==> src/rtl/reg_file_nxw_2r1w.sv <==
// Parametrised DEPTH x WIDTH register file: two registered read ports, one
// bit-masked write port, same-cycle write-to-read bypass, per-entry valid bits
// with a single-cycle bulk clear.
module reg_file_nxw_2r1w #(
  parameter int unsigned WIDTH  = 1,
  parameter int unsigned DEPTH  = 40,
  parameter int unsigned ADDR_W = 6
) (
  input  logic              clk,
  input  logic              rst,
  input  logic              clr,
  input  logic              wr_en,
  input  logic [ADDR_W-1:0] wr_addr,
  input  logic [WIDTH-1:0]  wr_data,
  input  logic [WIDTH-1:0]  wr_mask,
  input  logic              rd0_en,
  input  logic [ADDR_W-1:0] rd0_addr,
  output logic [WIDTH-1:0]  rd0_data,
  output logic              rd0_hit,
  output logic              rd0_vld,
  input  logic              rd1_en,
  input  logic [ADDR_W-1:0] rd1_addr,
  output logic [WIDTH-1:0]  rd1_data,
  output logic              rd1_hit,
  output logic              rd1_vld,
  output logic [DEPTH-1:0]  valid_vec
);

  // One extra bit so DEPTH == 2^ADDR_W still compares correctly.
  localparam logic [ADDR_W:0] DepthC = (ADDR_W + 1)'(DEPTH);

  logic [WIDTH-1:0]  mem_q [DEPTH];
  logic [WIDTH-1:0]  mem_d [DEPTH];
  logic [DEPTH-1:0]  valid_q, valid_d;
  logic              wr_ok;

  logic [1:0]        rd_en;
  logic [ADDR_W-1:0] rd_addr   [2];
  logic [WIDTH-1:0]  rd_data_q [2];
  logic [WIDTH-1:0]  rd_data_d [2];
  logic [1:0]        rd_hit_q, rd_hit_d;
  logic [1:0]        rd_vld_q, rd_vld_d;

  assign wr_ok = wr_en && ({1'b0, wr_addr} < DepthC);

  assign rd_en      = {rd1_en, rd0_en};
  assign rd_addr[0] = rd0_addr;
  assign rd_addr[1] = rd1_addr;

  // Next storage/valid state: clear first, then the write so it wins its entry.
  always_comb begin
    mem_d   = mem_q;
    valid_d = clr ? '0 : valid_q;
    if (wr_ok) begin
      mem_d[wr_addr]   = (mem_q[wr_addr] & ~wr_mask) | (wr_data & wr_mask);
      valid_d[wr_addr] = 1'b1;
    end
  end

  // Reads sample the post-write/post-clear state, which gives the bypass for free.
  always_comb begin
    for (int p = 0; p < 2; p++) begin
      rd_vld_d[p]  = rd_en[p];
      rd_hit_d[p]  = rd_hit_q[p];
      rd_data_d[p] = rd_data_q[p];
      if (rd_en[p]) begin
        rd_hit_d[p]  = 1'b0;
        rd_data_d[p] = '0;
        if (({1'b0, rd_addr[p]} < DepthC) && valid_d[rd_addr[p]]) begin
          rd_hit_d[p]  = 1'b1;
          rd_data_d[p] = mem_d[rd_addr[p]];
        end
      end
    end
  end

  // State registers; synchronous reset clears data, valid bits and read outputs.
  always_ff @(posedge clk) begin
    if (rst) begin
      for (int i = 0; i < int'(DEPTH); i++) begin
        mem_q[i] <= '0;
      end
      valid_q      <= '0;
      rd_data_q[0] <= '0;
      rd_data_q[1] <= '0;
      rd_hit_q     <= '0;
      rd_vld_q     <= '0;
    end else begin
      mem_q        <= mem_d;
      valid_q      <= valid_d;
      rd_data_q[0] <= rd_data_d[0];
      rd_data_q[1] <= rd_data_d[1];
      rd_hit_q     <= rd_hit_d;
      rd_vld_q     <= rd_vld_d;
    end
  end

  assign rd0_data  = rd_data_q[0];
  assign rd0_hit   = rd_hit_q[0];
  assign rd0_vld   = rd_vld_q[0];
  assign rd1_data  = rd_data_q[1];
  assign rd1_hit   = rd_hit_q[1];
  assign rd1_vld   = rd_vld_q[1];
  assign valid_vec = valid_q;

endmodule

==> config.mk <==
export PLATFORM = sky130hd
export DESIGN_NAME = reg_file_nxw_2r1w
export DESIGN_NICKNAME = d
export VERILOG_FILES = /design/src/rtl/reg_file_nxw_2r1w.sv
export SDC_FILE = /design/constraint.sdc
export NUM_CORES = 1
export LEC_CHECK = 0
export ABC_AREA = 1
export CORE_MARGIN = 5
export CORE_UTILIZATION = 28
export DETAILED_ROUTE_END_ITERATION = 16
export GPL_ROUTABILITY_DRIVEN = 0
export PLACE_DENSITY = 0.52
export SYNTH_ARGS = -nofsm -noshare
export SYNTH_HDL_FRONTEND = slang
export SYNTH_SLANG_ARGS = --single-unit
==> constraint.sdc <==
create_clock -name clk -period 5.1 [get_ports clk]
set_input_delay 1.53 -clock clk [delete_from_list [all_inputs] [get_ports clk]]
set_output_delay 1.53 -clock clk [all_outputs]
set_load 0.01 [all_outputs]
==> impl_metrics.env <==
export IMPL_status="finished, final reports clean"
export IMPL_reg2reg_depth=17
export IMPL_ant_nets=0
export IMPL_cts_sinks=86
export IMPL_clockBufferDepth=2
export IMPL_antenna_found_initial=0
export IMPL_insertion_delay_ns=0.36
export IMPL_tightest_slew_ns=1.06
export IMPL_cellPowerDensity_nw_per_um2=245
export IMPL_insertedDiodeCount=0
export IMPL_reg2reg_from="mem_q[32]$_SDFF_PP0_"
export IMPL_cp_startpoint="wr_addr[0]"
export IMPL_drt_total_wl_um=22300
export IMPL_p_comb_share_pct=15.2
export IMPL_finalSetupTns_ns=0
export IMPL_yosysSeqAreaShare_pct=31.2
export IMPL_grtUsageTotal_pct=19.7
export IMPL_ctsResizeCount=0
export IMPL_grt_ovfl_total=0
export IMPL_crit_arrival_ns=4.64
export IMPL_ys_seq_elements=86
export IMPL_drt_iter0_drc=592
export IMPL_rsz0062_at_grt="false"
export IMPL_power_frac_seq_pct=40.9
export IMPL_wl_per_cell_um=18.4
export IMPL_synthesis_area_um2=5520
export IMPL_first_pass_iters=8
export IMPL_period_needed_ns=4.40
export IMPL_p_switching_uw=463
export IMPL_cts_tree="built"
export IMPL_path_max_fanout=26
export IMPL_drt_vias_per_instance=5.19
export IMPL_dpl_worst_slack_ns=0.378
export IMPL_end_kind="register"
export IMPL_syn_nets=921
export IMPL_drive_above_1_share_pct=6.85
export IMPL_max_freq_mhz=228
export IMPL_num_vias=6297
export IMPL_ir_drop_v=0.000119
export IMPL_slew_viol_final=0
export IMPL_p_leak_nw=2.74
export IMPL_path_class="in2reg"
export IMPL_cp_endpoint="rd_data_q[0][0]$_SDFFE_PP0P_"
export IMPL_drv_cap=0
export IMPL_dpl_hpwl_um=15700
export IMPL_portBuffers=71
export IMPL_clock_skew_final_ns=0.0114
export IMPL_nets=970
export IMPL_cts_setup_buffers=0
export IMPL_setup_viol=0
export IMPL_h_tree_depth=3
export IMPL_numCtsBuffers=9
export IMPL_cts_root_buf="clkbuf_16"
export IMPL_yosysWarningCount=0
export IMPL_io_pins=72
export IMPL_finalHoldViolCount=0
export IMPL_hp_class="reg2reg"
export IMPL_worst_slack_ns=0.705
export IMPL_drc=0
export IMPL_grt_pass1_wl_um=34500
export IMPL_start_kind="input port"
export IMPL_timing_rr_end="rd_data_q[0][0]$_SDFFE_PP0P_"
export IMPL_grt_pass1_vias=5886
export IMPL_postCtsHoldBufs=0
export IMPL_maxSlewHeadroom_pct=29.2
export IMPL_initial_core_util_pct=28.4
export IMPL_ys_types=36
export IMPL_switching_share_pct=27.9
export IMPL_path_clk_slew_ns=0.06
export IMPL_num_rows=51
export IMPL_dieArea_um2=22600
export IMPL_pwr_share_clk_pct=43.9
export IMPL_cell_internal_pwr_mw=1.20
export IMPL_postSynthAreaPerCell_um2=6.17
export IMPL_area_growth_pct=22.7
export IMPL_coreArea_um2=19500
export IMPL_netlist_instances=895
export IMPL_finalCritPeriodShare_pct=86.2
export IMPL_critPathRequiredTime_ns=5.34
export IMPL_die_h_um=150
export IMPL_reg2reg_slack_ns=2.57
export IMPL_die_w_um=150
export IMPL_grt_max_degree=52
## synthesized netlist by cell type
master,number,area [um2]
clkinv_1,2,7.51
inv_2,2,7.51
a21oi_1,81,405
o221ai_1,2,17.5
buf_2,5,25.0
nand3_2,6,60.1
a31oi_1,1,6.26
o311ai_0,1,8.76
buf_1,4,15.0
buf_4,3,22.5
o311ai_1,1,8.76
o21ai_1,7,35.0
buf_6,7,78.8
a21boi_2,1,11.3
nor3_2,3,30.0
nor2_1,96,360
nor3_1,2,10.0
o211ai_1,6,45.0
nand3_1,177,886
clkbuf_1,36,135
nand2_2,2,12.5
a211oi_1,1,7.51
nand2_1,189,709
nor2_2,6,37.5
nand4_1,4,25.0
dfxtp_1,86,1720
nand3b_1,7,52.6
inv_8,1,11.3
o22ai_1,5,31.3
nand2_4,1,11.3
inv_1,80,300
nand3b_2,3,33.8
or2_1,2,12.5
o21ai_0,54,270
a21oi_2,3,26.3
mux2i_1,8,80.1
## power groups by stage
stage | clock network (mW) | logic [mW] | registers [mW]
2_1_floorplan | 0 | 0.153 | 0.695
3_3_place_gp | 0 | 0.249 | 0.694
3_5_place_dp | 0 | 0.247 | 0.694
4_1_cts | 0.738 | 0.248 | 0.679
5_1_grt | 0.763 | 0.271 | 0.679
6_report | 0.730 | 0.253 | 0.679
## stage by stage
stage	util, %	cells	power [mW]	cell area [um2]	hold WS [ns]
2_1_floorplan	-	895	0.848	5520	0.483
3_3_place_gp	33.2	1198	0.943	6460	0.461
3_5_place_dp	33.2	1198	0.941	6460	0.458
4_1_cts	34.8	1214	1.66	6770	0.467
5_1_grt	34.8	1214	1.71	6770	0.494
6_report	34.8	1214	1.66	6770	0.464
## registers in the layout (all words and copies together), names as in the netlist
| signal | flops |
|---|---|
| mem_q | 40 |
| rd_data_q | 2 |
| valid_vec | 40 |
| rd_vld_q | 2 |
| rd_hit_q | 2 |
## critical path, stage by stage
cell	delay, ns
clkdlybuf4s50_1	0.81
buf_4	0.30
nand2_1	0.07
o211ai_1	0.08
nand2_1	0.07
o21ai_1	0.13
nand2_1	0.08
nor2_2	0.17
nand2_4	0.26
nand3b_1	0.23
nand3_1	0.08
nand3_1	0.11
nand3_1	0.08
nand3_1	0.14
nand3_1	0.13
nand3_1	0.14
nand2_1	0.07
nand2_1	0.07
a21oi_2	0.05
## cell families after synthesis
| kind of cell | after synthesis | synth area share, % |
|---|---|---|
| AO/OA/AOI/OAI | 163 | 15.8 |
| AND/OR/NAND/NOR | 498 | 40.6 |
| flip-flops | 86 | 31.2 |
| multiplexers | 8 | 1.45 |
| buffers and inverters | 140 | 10.9 |
## final cells by class
cell class	instances	area, um2
clock inverters	4	70.1
clock buffers	12	246
inverters	85	327
fillers	2160	12700
repair buffers	93	883
multi-input cells	669	3190
well taps	265	332
flip-flops and latches	86	1720
## metal layers
layer | global-route usage, % | vias to the layer above | share of wire [%]
li1 | - | 3075 | -
met2 | 29.0 | 318 | 41
met4 | 5.95 | 0 | 2.3
met5 | 0 | - | 0
met1 | 28.9 | 2865 | 47
met3 | 4.00 | 39 | 9.4
## worst min-delay path by stage
stage | endpoint | startpoint | slack (ns) | depth (start not counted)
floorplan | mem_q[29]$_SDFF_PP0_ | mem_q[29]$_SDFF_PP0_ | 0.48 | 2
global placement | rd_hit_q[1]$_SDFFE_PP0P_ | rd_hit_q[1]$_SDFFE_PP0P_ | 0.46 | 2
detailed placement | rd_hit_q[0]$_SDFFE_PP0P_ | rd_hit_q[0]$_SDFFE_PP0P_ | 0.46 | 2
CTS | rd_hit_q[0]$_SDFFE_PP0P_ | rd_hit_q[0]$_SDFFE_PP0P_ | 0.47 | 2
global route | rd_hit_q[1]$_SDFFE_PP0P_ | rd_hit_q[1]$_SDFFE_PP0P_ | 0.49 | 2
finish | rd_hit_q[0]$_SDFFE_PP0P_ | rd_hit_q[0]$_SDFFE_PP0P_ | 0.46 | 2
## placed cells by master (no fill, tap or decap), drive strengths merged, types with 12 or more instances in the layout
cell type,count
inv,83
nor2,102
nand3,183
dfxtp,86
buf,23
clkbuf,12
nand2,192
clkdlybuf4s50,70
a21oi,84
o21ai,61
No activity file was read; power rests on OpenSTA's default activity.
